**src/rtl/spi_master_apb_regfile.sv**
```systemverilog
// spi_master_apb_regfile
//
// APB register file and data buffer for the SPI master core. Decodes APB
// accesses into configuration registers and one-cycle command strobes. TX and
// RX words are buffered in FIFOs of FIFO_DEPTH entries. A maskable interrupt
// is raised on FIFO thresholds and on end of transfer.
//
// Ports:
//   HCLK, HRESETn            clock, asynchronous active-low reset
//   PADDR/PWDATA/PWRITE/
//   PSEL/PENABLE             APB request; PADDR[6:2] selects the register
//   PRDATA/PREADY/PSLVERR    APB response
//   spi_clk_div(_valid)      clock divider and one-cycle update pulse
//   spi_status               core status, bit 0 = busy
//   spi_cmd/spi_addr/...     command, address and length configuration
//   spi_csreg                chip-select enables
//   spi_rd/wr/qrd/qwr/swrst  one-cycle command strobes
//   spi_data_tx*             TX FIFO head handshake towards the core
//   spi_data_rx*             RX FIFO push handshake from the core
//   spi_event                registered interrupt
//
// Build option:
//   SPI_APB_FIFO_STALL_EN    when defined, a TX push into a full FIFO or an RX
//                            pop from an empty FIFO waits (PREADY=0) instead of
//                            failing with PSLVERR.

module spi_master_apb_regfile #(
    parameter int APB_ADDR_WIDTH = 12,
    parameter int NUM_CS         = 4,
    parameter int FIFO_DEPTH     = 8,
    parameter int CLKDIV_WIDTH   = 8
) (
    input  logic                      HCLK,
    input  logic                      HRESETn,
    input  logic [APB_ADDR_WIDTH-1:0] PADDR,
    input  logic [31:0]               PWDATA,
    input  logic                      PWRITE,
    input  logic                      PSEL,
    input  logic                      PENABLE,
    output logic [31:0]               PRDATA,
    output logic                      PREADY,
    output logic                      PSLVERR,
    output logic [CLKDIV_WIDTH-1:0]   spi_clk_div,
    output logic                      spi_clk_div_valid,
    input  logic [31:0]               spi_status,
    output logic [31:0]               spi_cmd,
    output logic [31:0]               spi_addr,
    output logic [5:0]                spi_cmd_len,
    output logic [5:0]                spi_addr_len,
    output logic [15:0]               spi_data_len,
    output logic [15:0]               spi_dummy_rd,
    output logic [15:0]               spi_dummy_wr,
    output logic [NUM_CS-1:0]         spi_csreg,
    output logic                      spi_rd,
    output logic                      spi_wr,
    output logic                      spi_qrd,
    output logic                      spi_qwr,
    output logic                      spi_swrst,
    output logic [31:0]               spi_data_tx,
    output logic                      spi_data_tx_valid,
    input  logic                      spi_data_tx_ready,
    input  logic [31:0]               spi_data_rx,
    input  logic                      spi_data_rx_valid,
    output logic                      spi_data_rx_ready,
    output logic                      spi_event
);

    localparam int          LW    = $clog2(FIFO_DEPTH);
    localparam logic [LW:0] DEPTH = (LW + 1)'(FIFO_DEPTH);

    localparam logic [4:0] REG_CTRL     = 5'd0;
    localparam logic [4:0] REG_CLKDIV   = 5'd1;
    localparam logic [4:0] REG_CMD      = 5'd2;
    localparam logic [4:0] REG_ADR      = 5'd3;
    localparam logic [4:0] REG_LEN      = 5'd4;
    localparam logic [4:0] REG_DUM      = 5'd5;
    localparam logic [4:0] REG_TXFIFO   = 5'd6;
    localparam logic [4:0] REG_RXFIFO   = 5'd7;
    localparam logic [4:0] REG_FIFOSTAT = 5'd8;
    localparam logic [4:0] REG_INTCFG   = 5'd9;
    localparam logic [4:0] REG_INTSTAT  = 5'd10;

    logic [4:0]    reg_idx;
    logic          access, commit, wr_ok, rd_ok;
    logic          decode_err, fifo_block, fifo_err, slv_err;
    logic          flush;
    logic          unused_addr;

    logic [31:0]   tx_mem [FIFO_DEPTH];
    logic [31:0]   rx_mem [FIFO_DEPTH];
    logic [LW-1:0] tx_wptr, tx_rptr, rx_wptr, rx_rptr;
    logic [LW:0]   tx_count, rx_count, tx_count_next, rx_count_next;
    logic          tx_full, tx_empty, rx_full, rx_empty;
    logic          tx_push, tx_pop, rx_push, rx_pop;

    logic [7:0]    tx_th, rx_th;
    logic          tx_en, rx_en, eot_en;
    logic [2:0]    intstat, int_set, int_clr;
    logic          busy_q;

    assign reg_idx     = PADDR[6:2];
    assign unused_addr = ^{PADDR[APB_ADDR_WIDTH-1:7], PADDR[1:0]};

    assign access = PSEL & PENABLE;

    assign tx_full  = (tx_count == DEPTH);
    assign tx_empty = (tx_count == '0);
    assign rx_full  = (rx_count == DEPTH);
    assign rx_empty = (rx_count == '0);

    // An access that would overflow the TX FIFO or underflow the RX FIFO.
    assign fifo_block = access & ((PWRITE & (reg_idx == REG_TXFIFO) & tx_full) |
                                  (!PWRITE & (reg_idx == REG_RXFIFO) & rx_empty));

`ifdef SPI_APB_FIFO_STALL_EN
    assign PREADY   = !fifo_block;
    assign fifo_err = 1'b0;
`else
    assign PREADY   = 1'b1;
    assign fifo_err = fifo_block;
`endif

    // Offset legality: unmapped offsets and wrong-direction FIFO accesses.
    always_comb begin
        decode_err = 1'b0;
        case (reg_idx)
            REG_CTRL, REG_CLKDIV, REG_CMD, REG_ADR, REG_LEN,
            REG_DUM, REG_INTCFG, REG_INTSTAT: decode_err = 1'b0;
            REG_TXFIFO:                       decode_err = !PWRITE;
            REG_RXFIFO, REG_FIFOSTAT:         decode_err = PWRITE;
            default:                          decode_err = 1'b1;
        endcase
    end

    assign slv_err = decode_err | fifo_err;
    assign PSLVERR = access & slv_err;

    // Erroring accesses still complete but have no side effects.
    assign commit = access & PREADY & !slv_err;
    assign wr_ok  = commit & PWRITE;
    assign rd_ok  = commit & !PWRITE;
    assign flush  = wr_ok & (reg_idx == REG_CTRL) & PWDATA[4];

    // Full/empty come from the registered counts, so a pop never makes room
    // for a push in the same cycle.
    assign tx_push = wr_ok & (reg_idx == REG_TXFIFO) & !tx_full;
    assign tx_pop  = spi_data_tx_valid & spi_data_tx_ready;
    assign rx_push = spi_data_rx_valid & spi_data_rx_ready;
    assign rx_pop  = rd_ok & (reg_idx == REG_RXFIFO) & !rx_empty;

    assign tx_count_next = tx_count + {{LW{1'b0}}, tx_push} - {{LW{1'b0}}, tx_pop};
    assign rx_count_next = rx_count + {{LW{1'b0}}, rx_push} - {{LW{1'b0}}, rx_pop};

    assign spi_data_tx       = tx_mem[tx_rptr];
    assign spi_data_tx_valid = !tx_empty;
    assign spi_data_rx_ready = !rx_full;

    // Read mux; unmapped or write-only offsets read as zero.
    always_comb begin
        PRDATA = '0;
        case (reg_idx)
            REG_CTRL:     PRDATA = spi_status;
            REG_CLKDIV:   PRDATA[CLKDIV_WIDTH-1:0] = spi_clk_div;
            REG_CMD:      PRDATA = spi_cmd;
            REG_ADR:      PRDATA = spi_addr;
            REG_LEN:      PRDATA = {spi_data_len, 2'b00, spi_addr_len, 2'b00, spi_cmd_len};
            REG_DUM:      PRDATA = {spi_dummy_wr, spi_dummy_rd};
            REG_RXFIFO:   if (!rx_empty) PRDATA = rx_mem[rx_rptr];
            REG_FIFOSTAT: begin
                PRDATA[LW:0]       = tx_count;
                PRDATA[16+LW:16]   = rx_count;
            end
            REG_INTCFG:   PRDATA = {13'd0, eot_en, rx_en, tx_en, rx_th, tx_th};
            REG_INTSTAT:  PRDATA = {29'd0, intstat};
            default:      PRDATA = '0;
        endcase
    end

    // FIFO storage carries no reset; only pointers and counts define content.
    always_ff @(posedge HCLK) begin
        if (tx_push) tx_mem[tx_wptr] <= PWDATA;
        if (rx_push) rx_mem[rx_wptr] <= spi_data_rx;
    end

    // FIFO pointers and counts; a soft reset empties both FIFOs.
    always_ff @(posedge HCLK or negedge HRESETn) begin
        if (!HRESETn) begin
            tx_wptr  <= '0;
            tx_rptr  <= '0;
            tx_count <= '0;
            rx_wptr  <= '0;
            rx_rptr  <= '0;
            rx_count <= '0;
        end else if (flush) begin
            tx_wptr  <= '0;
            tx_rptr  <= '0;
            tx_count <= '0;
            rx_wptr  <= '0;
            rx_rptr  <= '0;
            rx_count <= '0;
        end else begin
            if (tx_push) tx_wptr <= tx_wptr + 1'b1;
            if (tx_pop)  tx_rptr <= tx_rptr + 1'b1;
            if (rx_push) rx_wptr <= rx_wptr + 1'b1;
            if (rx_pop)  rx_rptr <= rx_rptr + 1'b1;
            tx_count <= tx_count_next;
            rx_count <= rx_count_next;
        end
    end

    // Configuration registers and strobes; strobes default low every cycle.
    always_ff @(posedge HCLK or negedge HRESETn) begin
        if (!HRESETn) begin
            spi_clk_div       <= '0;
            spi_clk_div_valid <= 1'b0;
            spi_cmd           <= '0;
            spi_addr          <= '0;
            spi_cmd_len       <= '0;
            spi_addr_len      <= '0;
            spi_data_len      <= '0;
            spi_dummy_rd      <= '0;
            spi_dummy_wr      <= '0;
            spi_csreg         <= '0;
            {spi_swrst, spi_qwr, spi_qrd, spi_wr, spi_rd} <= '0;
            tx_th             <= '0;
            rx_th             <= '0;
            tx_en             <= 1'b0;
            rx_en             <= 1'b0;
            eot_en            <= 1'b0;
        end else begin
            spi_clk_div_valid <= 1'b0;
            {spi_swrst, spi_qwr, spi_qrd, spi_wr, spi_rd} <= '0;
            if (wr_ok) begin
                case (reg_idx)
                    REG_CTRL: begin
                        {spi_swrst, spi_qwr, spi_qrd, spi_wr, spi_rd} <= PWDATA[4:0];
                        spi_csreg <= PWDATA[8 +: NUM_CS];
                    end
                    REG_CLKDIV: begin
                        spi_clk_div       <= PWDATA[CLKDIV_WIDTH-1:0];
                        spi_clk_div_valid <= 1'b1;
                    end
                    REG_CMD: spi_cmd  <= PWDATA;
                    REG_ADR: spi_addr <= PWDATA;
                    REG_LEN: begin
                        spi_cmd_len  <= PWDATA[5:0];
                        spi_addr_len <= PWDATA[13:8];
                        spi_data_len <= PWDATA[31:16];
                    end
                    REG_DUM: begin
                        spi_dummy_rd <= PWDATA[15:0];
                        spi_dummy_wr <= PWDATA[31:16];
                    end
                    REG_INTCFG: begin
                        tx_th  <= PWDATA[7:0];
                        rx_th  <= PWDATA[15:8];
                        tx_en  <= PWDATA[16];
                        rx_en  <= PWDATA[17];
                        eot_en <= PWDATA[18];
                    end
                    default: ;
                endcase
            end
        end
    end

    // Threshold conditions use the count that becomes visible at this edge,
    // so INTSTAT and FIFOSTAT agree cycle for cycle.
    always_comb begin
        int_set[0] = 32'(tx_count_next) <= 32'(tx_th);
        int_set[1] = (rx_th != 8'd0) && (32'(rx_count_next) >= 32'(rx_th));
        int_set[2] = busy_q & !spi_status[0];
        int_clr    = (wr_ok && (reg_idx == REG_INTSTAT)) ? PWDATA[2:0] : 3'b000;
    end

    // Sticky status: a coincident set beats the W1C; soft reset clears all.
    always_ff @(posedge HCLK or negedge HRESETn) begin
        if (!HRESETn) begin
            intstat   <= '0;
            busy_q    <= 1'b0;
            spi_event <= 1'b0;
        end else begin
            busy_q    <= spi_status[0];
            intstat   <= flush ? 3'b000 : ((intstat & ~int_clr) | int_set);
            spi_event <= |(intstat & {eot_en, rx_en, tx_en});
        end
    end

endmodule

```
**config.mk**
```make
export PLATFORM = sky130hd
export DESIGN_NAME = spi_master_apb_regfile
export DESIGN_NICKNAME = d
export VERILOG_FILES = /design/src/rtl/spi_master_apb_regfile.sv
export SDC_FILE = /design/constraint.sdc
export NUM_CORES = 1
export LEC_CHECK = 0
export BUFFER_PORTS_ARGS = -buffer_cell sky130_fd_sc_hd__buf_2
export CAP_MARGIN = 20
export CORE_MARGIN = 3
export CORE_UTILIZATION = 51
export DETAILED_ROUTE_END_ITERATION = 8
export PLACE_DENSITY = 0.73
export SYNTH_ARGS = -nofsm -noshare
export SYNTH_HDL_FRONTEND = slang
export SYNTH_SLANG_ARGS = --single-unit
```
**constraint.sdc**
```tcl
create_clock -name HCLK -period 6.2 [get_ports HCLK]
set_input_delay 0.31 -clock HCLK [delete_from_list [all_inputs] [get_ports HCLK]]
set_output_delay 0.31 -clock HCLK [all_outputs]
set_load 0.005 [all_outputs]
```
# Yosys cells after proc, flatten, opt, wreduce, memory -nomap -nowiden
# Memories as Yosys holds them, arrays and structs flattened.
# Index checks and enable logic that the tools add are counted.
totals:
  mem_bits_rw: 512
  register_bits: 186
  word_cells: 140
  out_inout_bits: 211
  inputBits: 115
  memories: 2
classes:
  n_addsub: 8
  magnitude_cmp: 2
  n_eq_ne: 12
  n_reduce_logical: 27
  bitwise: 25
  muxes: 35
memory_table:
  columns: ["name", "depth", "word_bits", "rd", "rd_ports_with_merged_regs", "wr", "line", "source"]
  rows:
  - ["rx_mem", 8, 32, 1, 0, 1, "90", "logic [31:0] rx_mem [FIFO_DEPTH];"]
  - ["tx_mem", 8, 32, 1, 0, 1, "89", "logic [31:0] tx_mem [FIFO_DEPTH];"]
op_table:
  columns: ["cell", "count"]
  rows:
  - ["case mux 12 bit (6 select lines)", 1]
  - ["case mux 4 bit (8 select lines)", 2]
  - ["case mux 8 bit (7 select lines)", 1]
  - ["case mux 4 bit (10 select lines)", 1]
  - ["two-way mux 32 bit", 1]
  - ["two-way mux 3 bit", 10]
  - ["equality test 5 x 3 -> 1 bit, second input constant", 4]
  - ["bitwise AND 1 bit", 19]
  - ["two-way mux 1 bit", 16]
  - ["equality test 5 x 4 -> 1 bit, second input constant", 3]
  - ["AND reduction 2 bit", 7]
  - ["adder 3 x 1 -> 3 bit, second input constant", 4]
  - ["equality test 5 x 2 -> 1 bit, second input constant", 2]
  - ["adder 4 x 1 -> 4 bit", 2]
  - ["equality test 4 bit, second input constant", 2]
  - ["greater-or-equal comparator 4 x 8 -> 1 bit", 1]
  - ["less-or-equal comparator 4 x 8 -> 1 bit", 1]
  - ["logical NOT 4 bit", 2]
  - ["two-way mux 4 bit", 2]
  - ["nonzero test 2 bit", 4]
  - ["nonzero test 8 bit", 1]
  - ["OR reduction 8 bit", 1]
  - ["subtractor 4 x 1 -> 4 bit", 2]
  - ["logical NOT 1 bit", 7]
  - ["10 further kinds", 13]

# Logic depth before layout (Yosys ltp)
# Gate-level depths: netlist of the first run.
logic_depth:
  depth_word: 16
  mapped_depth: 17
  mapped_depth_nobuf: 16

# Worst setup path before layout of the first run
# Ideal clock, no wire load.
synth_path:
  path_type: "input-to-reg"
  startpoint: "in PSEL"
  endpoint: "mem tx_mem[0][0] (enable)"
  setup_slack_ns: 2.194
  setup_time_ns: 0.461
  required_time_ns: 5.739
  path_buffers: 2
  cell_stages: 6
  arrival_time_ns: 3.545
  path_cell_list: "and3_1 clkbuf_1 nor4bb_1 clkbuf_1 nand2b_1 nor3_1"
synth_via:
  elab_chain_len: 10
synth_rtl:
  columns: ["element", "line", "source"]
  rows:
  - ["from (decl)", "38", "input logic PSEL,"]
  - ["bitwise AND 1 bit (*)", "104", "assign access = PSEL & PENABLE;"]
  - ["bitwise AND 1 bit", "112", "assign fifo_block = access & ((PWRITE & (reg_idx == REG_TXFIFO) & tx_full) |"]
  - ["OR 1 bit", "135", "assign slv_err = decode_err | fifo_err;"]
  - ["logical NOT 1 bit", "139", "assign commit = access & PREADY & !slv_err;"]
  - ["bitwise AND 1 bit (*)", "139", null]
  - ["bitwise AND 1 bit (*)", "140", "assign wr_ok = commit & PWRITE;"]
  - ["bitwise AND 1 bit (*) (2 in series)", "146", "assign tx_push = wr_ok & (reg_idx == REG_TXFIFO) & !tx_full;"]
  - ["two-way mux 1 bit (*)", "181", "if (tx_push) tx_mem[tx_wptr] <= PWDATA;"]
  - ["two-way mux 1 bit (implied by the code) (*)", "181", null]
  - ["to (decl)", "89", null]
# Mark *: on every way between the ends. The rest lies on a longest branch, timed or not.

# Final worst setup path of the first run
layout_path:
  startpoint: "reg rx_rptr[1]"
  endpoint: "out PRDATA[14]"
layout_via:
  elab_chain_len: 3
layout_rtl:
  columns: ["element", "line", "source"]
  rows:
  - ["from (decl)", "91", "logic [LW-1:0] tx_wptr, tx_rptr, rx_wptr, rx_rptr;"]
  - ["from (signal assigned)", "205", "if (rx_pop) rx_rptr <= rx_rptr + 1'b1;"]
  - ["memory (8 x 32 bit)", null, null]
  - ["two-way mux 32 bit", "168", "REG_RXFIFO: if (!rx_empty) PRDATA = rx_mem[rx_rptr];"]
  - ["case mux 8 bit (7 select lines)", "161", "case (reg_idx)"]
  - ["to (decl)", "40", "output logic [31:0] PRDATA,"]
# No other way between the ends.

==> results.txt, run 1 <==
----------------------------------------------------
[Logic synthesis]
  Library cell with the largest summed area after synthesis ... sky130_fd_sc_hd__edfxtp_1
  Synth Area in Simple Gates ... 2.926%
  Number of flip-flops and latches in the synthesized netlist ... 698
  Syn_area_per_cell ... 18.81 sq um
  Share of synthesized cell area in full adder, half adder and majority cells ... 1.211%
  Leading register cell type out of synthesis ... sky130_fd_sc_hd__edfxtp_1
  Async SR Flop Fraction ... 26.65%
  Number of distinct standard cells referenced by the synthesized netlist ... 54
  Gate count of the mapped netlist ... 1494
  Number of enable-type register cells in the synthesized netlist ... 512
  Mux cell area share after synthesis ... 18.76%
  Proportion of synthesized chip area in sequential cells ... 71.29%
  Area share of the largest cell type after synthesis ... 54.72%
  Synth top area cells ... sky130_fd_sc_hd__edfxtp_1 (55%), sky130_fd_sc_hd__dfrtp_1 (17%), sky130_fd_sc_hd__mux4_2 (10%)
  Post-synth net total ... 1635
  Largest family of logic cells by synthesized area ... multiplexers
  Post-synthesis share of cell area spent on xor and xnor gates ... 0.3429%
  Complex-gate fraction of the synthesized area ... 3.710%
  Yosys warning count ... 0
  Area of the mapped netlist ... 0.02810 sq mm

[Clocking]
  Count of buffers added by post-CTS timing repair for setup ... 0
  H-tree depth reported by CTS ... 3
  CTS tree ... done
  Clock-pin transition on the worst setup and hold timing paths ... 0.06 ns
  Clock insertion delay at the later pin of the skew report ... 0.60 ns
  Clock root buffer ... sky130_fd_sc_hd__clkbuf_16
  Number of CTS-inserted buffers ... 70
  TritonCTS Sinks ... 698
  Deepest clock path buffer count ... 3

[Outcome]
  Run status ... finished clean

[Setup path]
  Reg2reg start ... rx_count[2]$_DFF_PN0_
  CP endpoint kind ... output pin
  FF-to-FF setup slack ... 2.66 ns
  Reg2reg path depth ... 13
  Critical path arrival ... 3.43 ns
  Crit-path max FO ... 35
  WS Path Type ... flop to output pin
  Worst path required time ... 5.89 ns
  FF-to-FF End ... intstat[1]$_DFF_PN0_
  Startpoint Class ... flop

[Worst hold path]
  Worst min-delay path category ... input pin to flop
  Critical hold path startpoint ... PWDATA[27]
  Number of instances on the worst hold path ... 1
  Endpoint, Worst Hold ... tx_mem[1][27]$_DFFE_PP_

[Power]
  Power Total ... 12.17 mW
  Leak pwr ... 12.59 nW
  Total power per unit cell area ... 366.9 mW/mm^2
  Peak VDD IR ... 222.1 uV

[Floorplan]
  Core area ... 0.05413 sq mm
  Die height ... 240.7 microns
  IO Pins ... 326
  Number of rows in the core area ... 85
  Area of the die ... 0.05794 sq mm
  Effective utilization at floorplan ... 51.90%
  Die W ... 240.7 microns

[GRT]
  Total routing resource utilization after global routing ... 24.84%
  Number of antenna violations at the first check in global routing ... 13
  First-pass GRT wire length ... 104.5 mm
  Final global-route overflow total ... 0
  Via count of the first global-routing pass ... 16003
  Largest net degree at the start of global routing ... 111

[Flow run]
  Max-cap viol count ... 0

[Detailed routing]
  Detailed-route via count ... 16006
  Mean routed wirelength per cell ... 27.52 microns
  Routed Antenna Nets ... 0
  DRT Wirelength ... 72.23 mm
  Starting DRT DRC Count ... 1551
  Drt pass-1 iters ... 7
  Routed via count divided by cell count ... 6.098
  DR DRC count ... 0

[Cells and area]
  Fill cells ... 3866
  Final instance area ... 0.03317 sq mm
  Post-layout net count ... 2005
  Layout cells sized above 1 ... 40.81%
  Commonest non-fill, non-tap cells in the layout ... sky130_fd_sc_hd__edfxtp_1 (512), sky130_fd_sc_hd__buf_2 (316), sky130_fd_sc_hd__dfrtp_1 (181), sky130_fd_sc_hd__mux2_2 (179), sky130_fd_sc_hd__mux4_2 (128)
  Commonest non-fill, non-tap cell in the layout ... sky130_fd_sc_hd__edfxtp_1
  Area added between synthesis and finish ... 18.07%

[Timing]
  Final-layout worst hold slack ... 0.06100 ns
  Setup TNS Final ... 0 ns
  Final critical delay including setup and external delays ... 3.735 ns
  Peak Freq ... 267.7 MHz
  Final slew viol count ... 0
  Unrepaired setup endpoints after global routing ... false
  Final setup vio count ... 0
  Final Hold Violating Endpoints ... 0
  Worst-case headroom to the max-slew limit ... 23.16%
  Final worst clock skew ... 0.01274 ns
  Portion of the clock cycle consumed by the worst path in the final layout ... 60.25%
  Worst Max-Slew Pin Slew ... 1.153 ns
  Worst setup slack after layout ... 2.465 ns

[Place]
  Area after DPL ... 0.03053 sq mm
  Placer Congestion ... 0.8530
  Number of buffers inserted by port buffering ... 317
  Detailed Place HPWL ... 45.70 mm
  Setup slack at placement ... 2.023 ns

----------------------------------------------------
[power by group]
part           switching (mW)  internal [mW]  leakage [nW]  total (mW)
clock                    1.72           2.40          1.08        4.12
sequential              0.343           5.42          7.09        5.76
combinational            1.14           1.15          4.41        2.29
[state kept, by name (all words and copies together) (netlist names), 8 cells and up]
| signal | count |
|---|---|
| spi_cmd | 32 |
| spi_data_len | 16 |
| tx_mem | 256 |
| spi_dummy_rd | 16 |
| rx_mem | 256 |
| spi_dummy_wr | 16 |
| rx_th | 8 |
| spi_clk_div | 8 |
| spi_addr | 32 |
| tx_th | 8 |
[critical path, stage by stage (launching register included)]
cell and delay [ns]:
sky130_fd_sc_hd__dfrtp_2 0.95, sky130_fd_sc_hd__buf_4 0.57, sky130_fd_sc_hd__mux4_2 0.40, sky130_fd_sc_hd__mux2i_1 0.53
sky130_fd_sc_hd__o211ai_1 0.20, sky130_fd_sc_hd__buf_2 0.17
[cells in the mapped netlist, drive strengths merged (24+ instances only)]
master	count
o21ai	31
nand2	48
mux4	128
dfrtp	186
a22oi	34
edfxtp	512
clkbuf	51
and3	30
mux2i	35
ha	24
inv	27
nor2	33
mux2	181
buf	36
[cell families after synthesis]
kind of cell,count (synthesis)
AO/OA/AOI/OAI,142
XOR/XNOR,11
adder cells (fa/ha/maj),26
buffers and inverters,114
flip-flops,698
multiplexers,344
other,1
AND/OR/NAND/NOR,158
[per-layer routing]
layer	part of all wire, %	vias up	track usage (%)	wire length (microns)
met4	3.6	12	9.472	2595
li1	-	6749	-	-
met1	39	8381	33.11	27840
met5	0.098	-	0	71
met2	47	716	38.10	34180
met3	10	148	8.730	7545
[per-stage QoR]
step	std cells	utilization, %
4_1_cts	2615	61.18
2_1_floorplan	1494	-
3_3_place_gp	2450	56.39
5_1_grt	2621	61.26
6_report	2625	61.28
3_5_place_dp	2450	56.39
[area by class of cell]
cell class / instances / area, sq um / area share (%)
antenna: 8 / 20.02 / 0.06035
tap: 696 / 870.8 / 2.625
sequential: 698 / 20040 / 60.41
timing repair buffer: 385 / 2213 / 6.672
multi-input combinational: 682 / 7692 / 23.19
clock buffer: 92 / 1918 / 5.782
inverter: 27 / 101.3 / 0.3055
clock inverter: 37 / 316.6 / 0.9542
[how the worst max path moves through the flow]
stage / startpoint / end / slack, ns / cells past startpoint
floorplan: PSEL / tx_mem[0][0]$_DFFE_PP_ / 2.19 / 6
global placement: PWRITE / intstat[0]$_DFF_PN0_ / 2.19 / 15
detailed placement: PWRITE / intstat[0]$_DFF_PN0_ / 2.02 / 15
CTS: tx_count[3]$_DFF_PN0_ / intstat[0]$_DFF_PN0_ / 2.35 / 15
global route: rx_rptr[0]$_DFFE_PN0P_ / PRDATA[0] / 2.23 / 5
finish: rx_rptr[1]$_DFFE_PN0P_ / PRDATA[14] / 2.46 / 5
[what timing repair did]
item	in CTS	in global routing
hold buffers	36	0
hold endpoints to repair	369	0
gates resized for setup	0	0
setup endpoints to repair	0	0
Note: power is estimated with default switching activity, not from simulation.
==> run 2: changes to the inputs <==
==> constraint.sdc (replaced) <==
create_clock -name HCLK -period 3.7 [get_ports HCLK]
set_input_delay 0.185 -clock HCLK [delete_from_list [all_inputs] [get_ports HCLK]]
set_output_delay 0.185 -clock HCLK [all_outputs]
set_load 0.005 [all_outputs]
==> run 2 against run 1 <==
Sequential power increased by 66%. Die area unchanged. Hold slack got worse by 0.011 ns. Wire length increased by 0.46%. Clock skew about the same. Cell area increased by 1.6%. Total power increased by 67%. Critical path type unchanged. Largest power group unchanged.
==> results.txt, run 2 (synthesis results as in run 1) <==
----------------------------------------------------
[Outcome]
  Run status ... finished clean

[Cells and area]
  Commonest non-fill, non-tap cells in the layout ... sky130_fd_sc_hd__edfxtp_1 (512), sky130_fd_sc_hd__buf_2 (316), sky130_fd_sc_hd__dfrtp_1 (181), sky130_fd_sc_hd__mux2_2 (179), sky130_fd_sc_hd__mux4_2 (128)
  Largest registers ... rx_mem x256, tx_mem x256
  Share of the core filled with cells ... 62.26% (+0.98 points)
  Non-filler cells, final ... 2674 (+1.9%)
  Post-layout net count ... 2057 (+2.6%)
  Area of combinational cells with multiple inputs ... 0.007710 sq mm (+0.23%)
  Commonest non-fill, non-tap cell in the layout ... sky130_fd_sc_hd__edfxtp_1
  Final instance area ... 0.03370 sq mm (+1.6%)
  Storage cell area ... 0.02004 sq mm (unchanged)
  Fill cells ... 3820 (-1.2%)
  Layout cells sized above 1 ... 40.80% (about the same)
  Area added between synthesis and finish ... 19.96%

[Clocking]
  Clock-pin transition on the worst setup and hold timing paths ... 0.06 ns (about the same)
  Clock root buffer ... sky130_fd_sc_hd__clkbuf_16
  Hold-fix buffers, CTS ... 67 (+86%)
  H-tree depth reported by CTS ... 3 (unchanged)
  Deepest clock path buffer count ... 3 (unchanged)
  Post-CTS sizing ... 0 (unchanged)
  TritonCTS Sinks ... 698 (unchanged)
  Clock insertion delay at the later pin of the skew report ... 0.59 ns (about the same)
  Number of CTS-inserted buffers ... 68 (-2.9%)
  Count of buffers added by post-CTS timing repair for setup ... 0 (unchanged)
  CTS tree ... done

[Timing]
  Peak Freq ... 305.6 MHz
  Final-layout worst hold slack ... 0.04981 ns (-0.01119 ns)
  Final Hold Violating Endpoints ... 0 (unchanged)
  Unrepaired setup endpoints after global routing ... false
  Setup TNS Final ... 0 ns (unchanged)
  Final setup vio count ... 0 (unchanged)
  Final critical delay including setup and external delays ... 3.272 ns
  Worst Max-Slew Pin Slew ... 0.9669 ns (-0.1856 ns)
  Worst setup slack after layout ... 0.4277 ns (-2.037 ns)
  Final slew viol count ... 0 (unchanged)
  Final worst clock skew ... 0.01293 ns (+0.0001960 ns)
  Portion of the clock cycle consumed by the worst path in the final layout ... 88.44%
  Worst-case headroom to the max-slew limit ... 35.54% (+12 points)

[Detailed routing]
  Post-Route M1 WL ... 27.88 mm (+0.13%)
  Mean routed wirelength per cell ... 27.14 microns (-1.4%)
  Top Metal Used ... met5
  DR DRC count ... 0 (unchanged)
  Drt pass-1 iters ... 7 (unchanged)
  Routed via count divided by cell count ... 6.007 (-1.5%)
  DRT Wirelength ... 72.56 mm (+0.46%)
  Metal2 WL ... 34.99 mm (+2.4%)
  Met3 wirelength from detailed routing ... 7.151 mm (-5.2%)
  Detailed-route via count ... 16062 (+0.35%)
  Routed Antenna Nets ... 0 (unchanged)
  Starting DRT DRC Count ... 1587 (+2.3%)

[GRT]
  First-pass GRT wire length ... 107.1 mm (+2.5%)
  Largest net degree at the start of global routing ... 108 (-2.7%)
  Via count of the first global-routing pass ... 16437 (+2.7%)
  Total routing resource utilization after global routing ... 25.43% (+0.59 points)
  Number of antenna violations at the first check in global routing ... 14 (+1)
  Final global-route overflow total ... 0 (unchanged)

[Setup path]
  Startpoint Class ... flop
  Reg2reg path depth ... 13 (unchanged)
  CP max stage cell ... sky130_fd_sc_hd__dfrtp_4
  Critical path's largest stage delay ... 0.75 ns (-0.20 ns)
  WS Path Type ... flop to output pin
  Critical path arrival ... 3.09 ns (-0.34 ns)
  Crit-path max FO ... 24 (-31%)
  Crit. path cell count ... 5 (unchanged)
  Start point of the critical path ... rx_rptr[0]$_DFFE_PN0P_
  Worst path bufs/invs ... 2 (unchanged)
  Ordered cell list for the critical path ... buf_4 > mux4_2 > mux2i_1 > o211ai_1 > buf_2
  Reg2reg start ... tx_count[2]$_DFF_PN0_
  FF-to-FF setup slack ... 0.44 ns (-2.22 ns)
  CP endpoint kind ... output pin
  Worst path required time ... 3.51 ns (-2.38 ns)
  Cell family with most CP delay ... multiplexers
  FF-to-FF End ... intstat[0]$_DFF_PN0_

[Floorplan]
  Die W ... 240.7 microns (unchanged)
  Area of the die ... 0.05794 sq mm (unchanged)
  Effective utilization at floorplan ... 51.90% (unchanged)
  Die height ... 240.7 microns (unchanged)
  Number of rows in the core area ... 85 (unchanged)
  Core area ... 0.05413 sq mm (unchanged)
  IO Pins ... 326 (unchanged)

[Place]
  Number of buffers inserted by port buffering ... 317 (unchanged)
  Detailed Place HPWL ... 47.95 mm (+4.9%)
  Placer Congestion ... 0.8869 (+4.0%)
  Setup slack at placement ... 0.4740 ns (-1.549 ns)
  Placed Cells incl. Taps ... 2475 (+1.0%)
  Area after DPL ... 0.03086 sq mm (+1.1%)

[Flow run]
  Max-cap viol count ... 0 (unchanged)

[Power]
  Peak VDD IR ... 344.3 uV (+55%)
  Power Total ... 20.27 mW (+67%)
  Total power per unit cell area ... 601.4 mW/mm^2 (+64%)
  Leak pwr ... 12.82 nW (+1.9%)

[Worst hold path]
  Endpoint, Worst Hold ... tx_mem[4][4]$_DFFE_PP_
  Worst min-delay path category ... input pin to flop
  Number of instances on the worst hold path ... 1 (unchanged)
  Critical hold path startpoint ... PWDATA[4]

----------------------------------------------------
-- run 2: cell types whose count changed in the layout (fill, tap and decap cells not counted), moves of 4 or more --
cell                            delta
sky130_fd_sc_hd__buf_4            +15
sky130_fd_sc_hd__clkinv_1          -4
sky130_fd_sc_hd__dlygate4sd3_1    +31
sky130_fd_sc_hd__buf_12           +10
-- run 2: layout make-up --
type | instances | share of cell area, %
Timing Repair Buffer | 439 | 8.319
Multi-Input combinational cell | 682 | 22.87
Tap cell | 696 | 2.584
Sequential cell | 698 | 59.46
Clock buffer | 93 | 5.665
Antenna cell | 10 | 0.07424
Inverter | 27 | 0.3007
Clock inverter | 29 | 0.7239
-- run 2: power by group --
group | internal (mW) | switching [mW]
logic | 2.02 | 1.97
clock network | 3.89 | 2.82
registers | 9.08 | 0.492
total | 15.0 | 5.28
-- run 2: worst max-delay path by stage --
stage,endpoint,slack (ns)
3_3_place_gp,intstat[0]$_DFF_PN0_,0.56
3_5_place_dp,intstat[0]$_DFF_PN0_,0.47
2_1_floorplan,rx_mem[1][0]$_DFFE_PP_,0.17
6_report,PRDATA[19],0.43
4_1_cts,PRDATA[29],0.37
5_1_grt,intstat[0]$_DFF_PN0_,0.17
-- run 2: per-layer routing --
metal / vias to the layer above / GRT usage (%)
li1: 6847 / -
met1: 8387 / 33.41
met2: 674 / 40.62
met3: 144 / 7.782
met4: 10 / 9.271
met5: - / 0
==> run 3: changes to the inputs <==
==> constraint.sdc (replaced) <==
create_clock -name HCLK -period 3.7 [get_ports HCLK]
set_input_delay 0.74 -clock HCLK [delete_from_list [all_inputs] [get_ports HCLK]]
set_output_delay 0.74 -clock HCLK [all_outputs]
set_load 0.005 [all_outputs]
==> run 3 against run 2 <==
Global-route usage down 0.15 points. Critical path depth unchanged. Cell area about the same. First-iteration DRC count down 14%. Largest power group unchanged. Utilization about the same.
==> results.txt, run 3 (synthesis results as in run 1) <==
----------------------------------------------------
[Floorplan]
  Die W ... 240.7 microns (unchanged)
  Core area ... 0.05413 sq mm (unchanged)
  IO Pins ... 326 (unchanged)
  Effective utilization at floorplan ... 51.90% (unchanged)
  Area of the die ... 0.05794 sq mm (unchanged)
  Die height ... 240.7 microns (unchanged)
  Number of rows in the core area ... 85 (unchanged)

[Setup path]
  Startpoint Class ... flop
  Crit-path max FO ... 17 (-29%)
  CP endpoint kind ... output pin
  Worst path required time ... 2.96 ns (-0.55 ns)
  Critical path arrival ... 2.80 ns (-0.29 ns)
  WS Path Type ... flop to output pin

[Timing]
  Portion of the clock cycle consumed by the worst path in the final layout ... 95.80% (+7.4 points)
  Final slew viol count ... 0 (unchanged)
  Final Hold Violating Endpoints ... 0 (unchanged)
  Worst Max-Slew Pin Slew ... 0.9601 ns (-0.006852 ns)
  Final setup vio count ... 0 (unchanged)
  Worst-case headroom to the max-slew limit ... 35.99% (+0.46 points)
  Worst setup slack after layout ... 0.1556 ns (-0.2721 ns)
  Setup TNS Final ... 0 ns (unchanged)
  Unrepaired setup endpoints after global routing ... false
  Final-layout worst hold slack ... 0.1800 ns (+0.1302 ns)
  Final critical delay including setup and external delays ... 3.544 ns (+0.2721 ns)
  Final worst clock skew ... 0.02841 ns (+0.01548 ns)
  Peak Freq ... 282.1 MHz (-7.7%)

[Detailed routing]
  Routed via count divided by cell count ... 6.046 (+0.66%)
  Starting DRT DRC Count ... 1372 (-14%)
  DRT Wirelength ... 72.43 mm (-0.19%)
  Mean routed wirelength per cell ... 27.32 microns (+0.68%)
  Drt pass-1 iters ... 6 (-1)
  DR DRC count ... 0 (unchanged)
  Detailed-route via count ... 16029 (-0.21%)
  Routed Antenna Nets ... 0 (unchanged)

[Clocking]
  Deepest clock path buffer count ... 3 (unchanged)
  Hold-fix buffers, CTS ... 0 (-100%)
  Number of CTS-inserted buffers ... 71 (+4.4%)
  H-tree depth reported by CTS ... 3 (unchanged)
  Clock-pin transition on the worst setup and hold timing paths ... 0.06 ns (about the same)
  TritonCTS Sinks ... 698 (unchanged)
  Clock root buffer ... sky130_fd_sc_hd__clkbuf_16
  CTS tree ... done
  Clock insertion delay at the later pin of the skew report ... 0.62 ns (+0.03 ns)

[Worst hold path]
  Worst min-delay path category ... input pin to asynchronous set/reset pin

[Power]
  Peak VDD IR ... 365.4 uV (+6.1%)
  Total power per unit cell area ... 624.8 mW/mm^2 (+3.9%)
  Leak pwr ... 12.91 nW (+0.71%)
  Power Total ... 21.06 mW (+3.9%)

[GRT]
  First-pass GRT wire length ... 106.4 mm (-0.65%)
  Total routing resource utilization after global routing ... 25.27% (-0.15 points)
  Final global-route overflow total ... 0 (unchanged)
  Via count of the first global-routing pass ... 16245 (-1.2%)
  Number of antenna violations at the first check in global routing ... 16 (+2)
  Largest net degree at the start of global routing ... 102 (-5.6%)

[Cells and area]
  Final instance area ... 0.03371 sq mm (about the same)
  Area of combinational cells with multiple inputs ... 0.007714 sq mm (about the same)
  Share of the core filled with cells ... 62.27% (about the same)
  Post-layout net count ... 2030 (-1.3%)
  Commonest non-fill, non-tap cells in the layout ... sky130_fd_sc_hd__edfxtp_1 (512), sky130_fd_sc_hd__buf_2 (316), sky130_fd_sc_hd__dfrtp_1 (181), sky130_fd_sc_hd__mux2_2 (179), sky130_fd_sc_hd__mux4_2 (128)
  Fill cells ... 3803 (-0.45%)
  Largest registers ... rx_mem x256, tx_mem x256
  Storage cell area ... 0.02004 sq mm (unchanged)
  Area added between synthesis and finish ... 19.97% (about the same)
  Commonest non-fill, non-tap cell in the layout ... sky130_fd_sc_hd__edfxtp_1
  Non-filler cells, final ... 2651 (-0.86%)
  Layout cells sized above 1 ... 44.01% (+3.2 points)

[Outcome]
  Run status ... finished clean

[Place]
  Detailed Place HPWL ... 48.05 mm (+0.19%)
  Placed Cells incl. Taps ... 2500 (+1.0%)
  Placer Congestion ... 0.8559 (-3.5%)
  Setup slack at placement ... 0.05075 ns (-0.4232 ns)
  Number of buffers inserted by port buffering ... 317 (unchanged)
  Area after DPL ... 0.03114 sq mm (+0.93%)

[Flow run]
  Max-cap viol count ... 0 (unchanged)

----------------------------------------------------
==> run 3: changes by cell type in the layout (fill, tap and decap cells not counted), sizes merged <==
cell         delta
buf            +37
bufinv          +6
clkbuf          +1
clkinv          -2
dlygate4sd3    -67
inv             +2
==> run 3: worst paths after layout <==
kind / from / endpoint / slack, ns / cells past startpoint
setup reg to reg: rx_count[2]$_DFF_PN0_ / intstat[1]$_DFF_PN0_ / 0.37 / 13
min in group HCLK: spi_status[0] / busy_q$_DFF_PN0_ / 0.28 / 1
setup / recovery: rx_rptr[0]$_DFFE_PN0P_ / PRDATA[17] / 0.16 / 5
hold / removal: HRESETn / spi_data_len[7]$_DFFE_PN0P_ / 0.18 / 1
max in group asynchronous: HRESETn / spi_cmd_len[4]$_DFFE_PN0P_ / 2.58 / 2
hold reg to reg: spi_csreg[0]$_DFFE_PN0P_ / spi_csreg[0]$_DFFE_PN0P_ / 0.50 / 1
==> run 3: power by group <==
group / leakage [nW] / switching, mW / internal, mW / total, mW
Sequential: 7.09 / 0.490 / 9.08 / 9.57
Combinational: 4.62 / 2.01 / 2.05 / 4.06
Clock: 1.20 / 2.90 / 4.52 / 7.43
Total: 12.9 / 5.41 / 15.7 / 21.1
==> run 3: repair_timing <==
action / 4_1_cts / 5_1_grt
endpoints found under the setup margin: 0 / 5
buffers inserted: 0 / 12
gates resized for setup: 0 / 1
==> run 3: worst max-delay path: stages, from the launching register on <==
cell	delay [ns]
sky130_fd_sc_hd__dfrtp_4	0.57
sky130_fd_sc_hd__buf_4	0.18
sky130_fd_sc_hd__mux4_2	0.48
sky130_fd_sc_hd__mux2i_1	0.63
sky130_fd_sc_hd__o211ai_1	0.18
sky130_fd_sc_hd__buf_2	0.17
==> run 3: layout make-up <==
type / instances / share of cell area, %
Sequential cell: 698 / 59.46
Timing Repair Buffer: 409 / 7.450
Clock buffer: 94 / 5.958
Clock inverter: 35 / 1.292
Inverter: 27 / 0.3007
Multi-Input combinational cell: 682 / 22.89
Tap cell: 696 / 2.584
Antenna cell: 10 / 0.07424
==> run 3: routing by layer <==
layer	routed length [microns]	GRT usage [%]	part of all wire [%]	vias up
li1	-	-	-	6796
met2	34860	39.48	48	758
met1	27670	33.67	38	8322
met5	68	0	0.094	-
met4	2430	9.545	3.4	12
met3	7404	8.033	10	141
